$ cat config.mk
export PLATFORM = sky130hd
export DESIGN_NAME = instr_fetch_queue
export DESIGN_NICKNAME = d
export VERILOG_FILES = /design/src/rtl/instr_fetch_queue.sv
export SDC_FILE = /design/constraint.sdc
export NUM_CORES = 1
export LEC_CHECK = 0
export BUFFER_PORTS_ARGS = -buffer_cell sky130_fd_sc_hd__buf_2
export CAP_MARGIN = 20
export CORE_AREA = 2 2 171 123
export CTS_BUF_LIST = sky130_fd_sc_hd__clkbuf_8
export DETAILED_ROUTE_END_ITERATION = 6
export DIE_AREA = 0 0 173 125
export PLACE_DENSITY = 0.78
export SETUP_SLACK_MARGIN = 0.4
export SYNTH_ARGS = -nofsm -noshare
export SYNTH_HDL_FRONTEND = slang
export SYNTH_SLANG_ARGS = --single-unit
$ cat constraint.sdc
create_clock -name clk -period 3.6 [get_ports clk]
set_input_delay 0.54 -clock clk [delete_from_list [all_inputs] [get_ports clk]]
set_output_delay 0.54 -clock clk [all_outputs]
set_load 0.01 [all_outputs]
$ cat src/rtl/instr_fetch_queue.sv
// instr_fetch_queue
// -----------------------------------------------------------------------------
// Instruction queue between the F stage and the D-stage field decoder of the
// pipelined MIPS core. It buffers up to DEPTH fetched (instr, pc) pairs behind
// valid/ready handshakes on both sides. The head entry is presented already
// split into MIPS fields. A synchronous flush clears the queue on a
// branch/jump redirect.
//
// Parameters:
//   DEPTH  number of entries (power of two, >= 2)
//   PC_W   width of the stored PC
//
// Ports:
//   clk, reset          clock; synchronous active-high reset
//   flush               synchronous queue clear (redirect)
//   in_valid/in_ready   F-stage handshake; in_instr/in_pc carry the word
//   out_valid/out_ready D-stage handshake (out_ready = !stall)
//   out_instr, out_pc   raw head instruction and its PC
//   op, rsad, rtad, rdad, shamt, func, imm16, imm26, b_func
//                       head instruction fields (all zero when !out_valid)
//   is_nop              head valid and head instruction == 0
//   count               registered occupancy
//
// Build option:
//   INSTR_QUEUE_BYPASS_EN  When this is defined, a word offered to an empty
//                          queue is presented on the outputs in the same
//                          cycle. If the D stage takes it in that cycle, the
//                          word is never written to the queue.
// -----------------------------------------------------------------------------
module instr_fetch_queue #(
  parameter int DEPTH = 4,
  parameter int PC_W  = 32
) (
  input  logic                     clk,
  input  logic                     reset,
  input  logic                     flush,
  input  logic                     in_valid,
  output logic                     in_ready,
  input  logic [31:0]              in_instr,
  input  logic [PC_W-1:0]          in_pc,
  output logic                     out_valid,
  input  logic                     out_ready,
  output logic [31:0]              out_instr,
  output logic [PC_W-1:0]          out_pc,
  output logic [5:0]               op,
  output logic [4:0]               rsad,
  output logic [4:0]               rtad,
  output logic [4:0]               rdad,
  output logic [4:0]               shamt,
  output logic [5:0]               func,
  output logic [15:0]              imm16,
  output logic [25:0]              imm26,
  output logic [4:0]               b_func,
  output logic                     is_nop,
  output logic [$clog2(DEPTH):0]   count
);

  localparam int AW = $clog2(DEPTH);
  localparam int CW = AW + 1;
  localparam logic [CW-1:0] FULL_COUNT = CW'(DEPTH);

  logic [31:0]     r_instr_mem [DEPTH];
  logic [PC_W-1:0] r_pc_mem    [DEPTH];
  logic [AW-1:0]   r_rd_ptr;
  logic [AW-1:0]   r_wr_ptr;
  logic [CW-1:0]   r_count;

  logic            w_empty;
  logic            w_bypass;
  logic            w_push;
  logic            w_pop;
  logic            w_out_valid;
  logic [31:0]     w_head_instr;
  logic [PC_W-1:0] w_head_pc;

  assign w_empty  = (r_count == '0);
  assign in_ready = (r_count != FULL_COUNT);

`ifdef INSTR_QUEUE_BYPASS_EN
  assign w_bypass = w_empty && in_valid && !flush;
`else
  assign w_bypass = 1'b0;
`endif

  // A bypassed word that the D stage takes at once is never written.
  assign w_push = in_valid && in_ready && !flush && !(w_bypass && out_ready);
  assign w_pop  = !w_empty && out_ready;

  assign w_out_valid = !w_empty || w_bypass;

  always_comb begin
    w_head_instr = '0;
    w_head_pc    = '0;
    if (w_bypass) begin
      w_head_instr = in_instr;
      w_head_pc    = in_pc;
    end else if (!w_empty) begin
      w_head_instr = r_instr_mem[r_rd_ptr];
      w_head_pc    = r_pc_mem[r_rd_ptr];
    end
  end

  // Storage needs no reset: every slot is written before count exposes it.
  always_ff @(posedge clk) begin
    if (w_push) begin
      r_instr_mem[r_wr_ptr] <= in_instr;
      r_pc_mem[r_wr_ptr]    <= in_pc;
    end
  end

  always_ff @(posedge clk) begin
    if (reset) begin
      r_rd_ptr <= '0;
      r_wr_ptr <= '0;
      r_count  <= '0;
    end else if (flush) begin
      r_rd_ptr <= '0;
      r_wr_ptr <= '0;
      r_count  <= '0;
    end else begin
      if (w_push) r_wr_ptr <= r_wr_ptr + AW'(1);
      if (w_pop)  r_rd_ptr <= r_rd_ptr + AW'(1);
      case ({w_push, w_pop})
        2'b10:   r_count <= r_count + CW'(1);
        2'b01:   r_count <= r_count - CW'(1);
        default: r_count <= r_count;
      endcase
    end
  end

  assign out_valid = w_out_valid;
  assign out_instr = w_head_instr;
  assign out_pc    = w_head_pc;
  assign op        = w_head_instr[31:26];
  assign rsad      = w_head_instr[25:21];
  assign rtad      = w_head_instr[20:16];
  assign rdad      = w_head_instr[15:11];
  assign shamt     = w_head_instr[10:6];
  assign func      = w_head_instr[5:0];
  assign imm16     = w_head_instr[15:0];
  assign imm26     = w_head_instr[25:0];
  assign b_func    = w_head_instr[20:16];
  assign is_nop    = w_out_valid && (w_head_instr == '0);
  assign count     = r_count;

endmodule

==> impl_metrics.sql <==
INSERT INTO impl_metrics (metric_group, metric, value, unit) VALUES
('floorplanning', 'chipHeight', '125', 'um'),
('global_routing', 'via_count_of_the_first_global_routing_pass', '5759', ''),
('clock_tree', 'cts-buffers-inserted', '40', ''),
('worst_hold_path', 'whs_endpoint', 'r_instr_mem[0][14]', ''),
('worst_setup_path', 'crit_arrival', '2.51', 'ns'),
('final_layout', 'multi_input_comb_area', '2250', 'sq um'),
('worst_hold_path', 'worst_hold_path_type', 'in -> reg', ''),
('global_routing', 'grt_start_max_net_pins', '65', ''),
('worst_setup_path', 'criticalPathCategory', 'reg -> out', ''),
('power', 'power.share.clock', '0.363', ''),
('floorplanning', 'coreArea', '20100', 'sq um'),
('timing', 'setup_slack', '0.548', 'ns'),
('power', 'comb_power_share', '0.055', ''),
('floorplanning', 'floorplan.io_pins', '218', ''),
('timing', 'relSlewSlack', '0.314', ''),
('synthesis', 'synth.cell_area', '10800', 'sq um'),
('worst_setup_path', 'reg2reg_setup_slack', '1.05', 'ns'),
('status', 'run_status', 'completed', ''),
('power', 'power_density', '475', 'nW/um^2'),
('synthesis', 'seq_cells_post_synth', '265', ''),
('final_layout', 'drive_gt1_frac', '0.479', ''),
('synthesis', 'syn-instance-count', '549', ''),
('floorplanning', 'initial_cell_density_of_the_core', '0.536', ''),
('clock_tree', 'clkLatencyLatePin', '0.54', 'ns'),
('place', 'detailedPlace.worstSlack', '0.654', 'ns'),
('drt', 'total_detailed_routing_wirelength', '21.3', 'mm'),
('drt', 'ant_nets', '0', ''),
('power', 'power.switching_fraction', '0.215', ''),
('drt', 'vias', '5471', ''),
('synthesis', 'synth-async-reset-ratio', '0', ''),
('final_layout', 'area_growth_syn_to_layout', '15.7', '%'),
('worst_setup_path', 'worst_path_dominant_cell_family', 'simple AND/OR/NAND/NOR gates', ''),
('timing', 'fin_hold_ws', '0.222', 'ns'),
('synthesis', 'yosys.cell_types.count', '29', ''),
('timing', 'timing.final.hold_violations', '0', ''),
('worst_setup_path', 'capturing_element_type_of_the_critical_path', 'output port', ''),
('synthesis', 'synth.avg_cell_area', '19.7', 'sq um'),
('power', 'static-leakage-power', '0.00464', 'uW'),
('synthesis', 'synth_ff_type', 'sky130_fd_sc_hd__edfxtp_1', ''),
('place', 'portBuffers', '217', ''),
('synthesis', 'post_synth_net_total', '624', ''),
('clock_tree', 'clock_transition_at_the_registers_of_the_reported_paths', '0.06', 'ns'),
('timing', 'final.setup_skew', '0.0271', 'ns'),
('worst_setup_path', 'timing.rr.end', 'count[2]', ''),
('final_layout', 'layout.cells.most_common', 'sky130_fd_sc_hd__edfxtp_1', ''),
('drt', 'vias_per_cell', '5.32', ''),
('clock_tree', 'cts_htree_levels', '2', ''),
('worst_hold_path', 'hold_path_startpoint', 'in_instr[14]', ''),
('floorplanning', 'fp-row-count', '44', ''),
('clock_tree', 'cts_sinks', '265', ''),
('timing', 'clock_period_minus_final_worst_setup_slack', '3.05', 'ns'),
('worst_hold_path', 'min_path_cells', '1', ''),
('drt', 'wl_per_cell', '20.7', 'um'),
('worst_setup_path', 'worst_path_largest_cell_delay', '0.56', 'ns'),
('timing', 'setup_repair_after_global_routing_missed_its_margin', 'false', ''),
('power', 'internal-power', '4660', 'uW'),
('place', 'place_congestion', '0.754', ''),
('place', 'dpl.cell_count', '945', ''),
('job', 'timing.max_cap.violations', '0', ''),
('floorplanning', 'die-area', '21600', 'sq um'),
('timing', 'worst-slew-pin-transition', '1.03', 'ns'),
('timing', 'maxClockFrequency', '328', 'MHz'),
('global_routing', 'grt_remaining_overflow', '0', ''),
('drt', 'drt_pre_antenna_iters', '5', ''),
('final_layout', 'layout_common_cells', 'sky130_fd_sc_hd__edfxtp_1, sky130_fd_sc_hd__buf_2, sky130_fd_sc_hd__and2_1, sky130_fd_sc_hd__mux4_2, sky130_fd_sc_hd__clkbuf_8', ''),
('synthesis', 'ys.warnings.count', '0', ''),
('worst_setup_path', 'worst_r2r_startpoint', 'count[2]', ''),
('timing', 'finalSetupViolations', '0', ''),
('power', 'power.share.sequential', '0.581', ''),
('synthesis', 'synthDominantAreaCellType', 'sky130_fd_sc_hd__edfxtp_1', ''),
('worst_setup_path', 'critical_path.cell_chain', 'buf_6 -> buf_6 -> mux4_2 -> nor4_4 -> nand4_1 -> nor3_2 -> buf_2', '');
cell usage after synthesis (2+ instances only):
cell type	number
sky130_fd_sc_hd__mux4_2	61
sky130_fd_sc_hd__xnor2_1	2
sky130_fd_sc_hd__nand4_1	2
sky130_fd_sc_hd__a21oi_1	3
sky130_fd_sc_hd__buf_4	80
sky130_fd_sc_hd__and2_1	69
sky130_fd_sc_hd__buf_1	3
sky130_fd_sc_hd__ha_1	5
sky130_fd_sc_hd__xor2_1	3
sky130_fd_sc_hd__dfxtp_1	9
sky130_fd_sc_hd__inv_1	7
sky130_fd_sc_hd__buf_2	5
sky130_fd_sc_hd__nand3_1	2
sky130_fd_sc_hd__nor4_1	6
sky130_fd_sc_hd__buf_6	2
sky130_fd_sc_hd__nor2_1	9
sky130_fd_sc_hd__mux4_1	3
sky130_fd_sc_hd__edfxtp_1	256
sky130_fd_sc_hd__or3_1	2
sky130_fd_sc_hd__nand2_1	2
sky130_fd_sc_hd__clkbuf_1	10
how the worst max path moves through the flow:
stage,depth (start not counted),start,endpoint,slack (ns)
final,7,flip-flop,is_nop,0.55
after global routing,7,flip-flop,is_nop,0.41
after CTS,6,flip-flop,is_nop,0.37
after detailed placement,6,flip-flop,is_nop,0.65
after global placement,6,flip-flop,is_nop,0.66
after floorplan,4,count[0],r_instr_mem[0][0],0.74
final cells by class:
type                       count  share of cell area
timing repair buffer         234               0.104
clock buffer                  42              0.0463
clock inverter                29             0.00971
multi-input combinational    176               0.180
tap                          276              0.0276
inverter                       7             0.00210
sequential                   265               0.630
metal layers:
layer  GRT usage  routed length [um]
met1       0.263                8920
met2       0.317               10600
met3      0.0471                1480
met4      0.0573                 308
met5           0                  21
cells by family after synthesis:
logic type | after synthesis | share of synthesized area
AO/OA/AOI/OAI | 4 | 0.00185
adder cells (fa/ha/maj) | 6 | 0.00765
buffers and inverters | 108 | 0.0688
multiplexers | 64 | 0.135
flip-flops | 265 | 0.729
XOR/XNOR | 5 | 0.00406
AND/OR/NAND/NOR | 97 | 0.0545
power by group through the flow:
stage          registers, uW  clock network [uW]  logic, uW
3_3_place_gp            3510                   0        304
6_report                3450                2150        328
2_1_floorplan           3510                   0        201
4_1_cts                 3450                2210        323
3_5_place_dp            3520                   0        317
5_1_grt                 3450                2340        357
timing repair:
action / in CTS / in global routing
gates resized for setup: 4 / 11
endpoints found under the hold margin: 0 / 0
cloned: 0 / 3
setup buffers: 5 / 5
hold buffers: 0 / 0
endpoints found under the setup margin: 29 / 1
pin swaps: 0 / 6
through the flow:
stage / util / instance area, sq um
detailed placement: 0.574 / 11600
CTS: 0.613 / 12400
global route: 0.620 / 12500
global placement: 0.574 / 11600
floorplan: - / 10800
finish: 0.620 / 12500
registers in the layout, indices dropped and copies added (netlist names), named ones only:
name and cells:
r_instr_mem 128, r_rd_ptr 2, r_wr_ptr 2, r_pc_mem 128, count 3
Power figures use the tool's default switching activity.
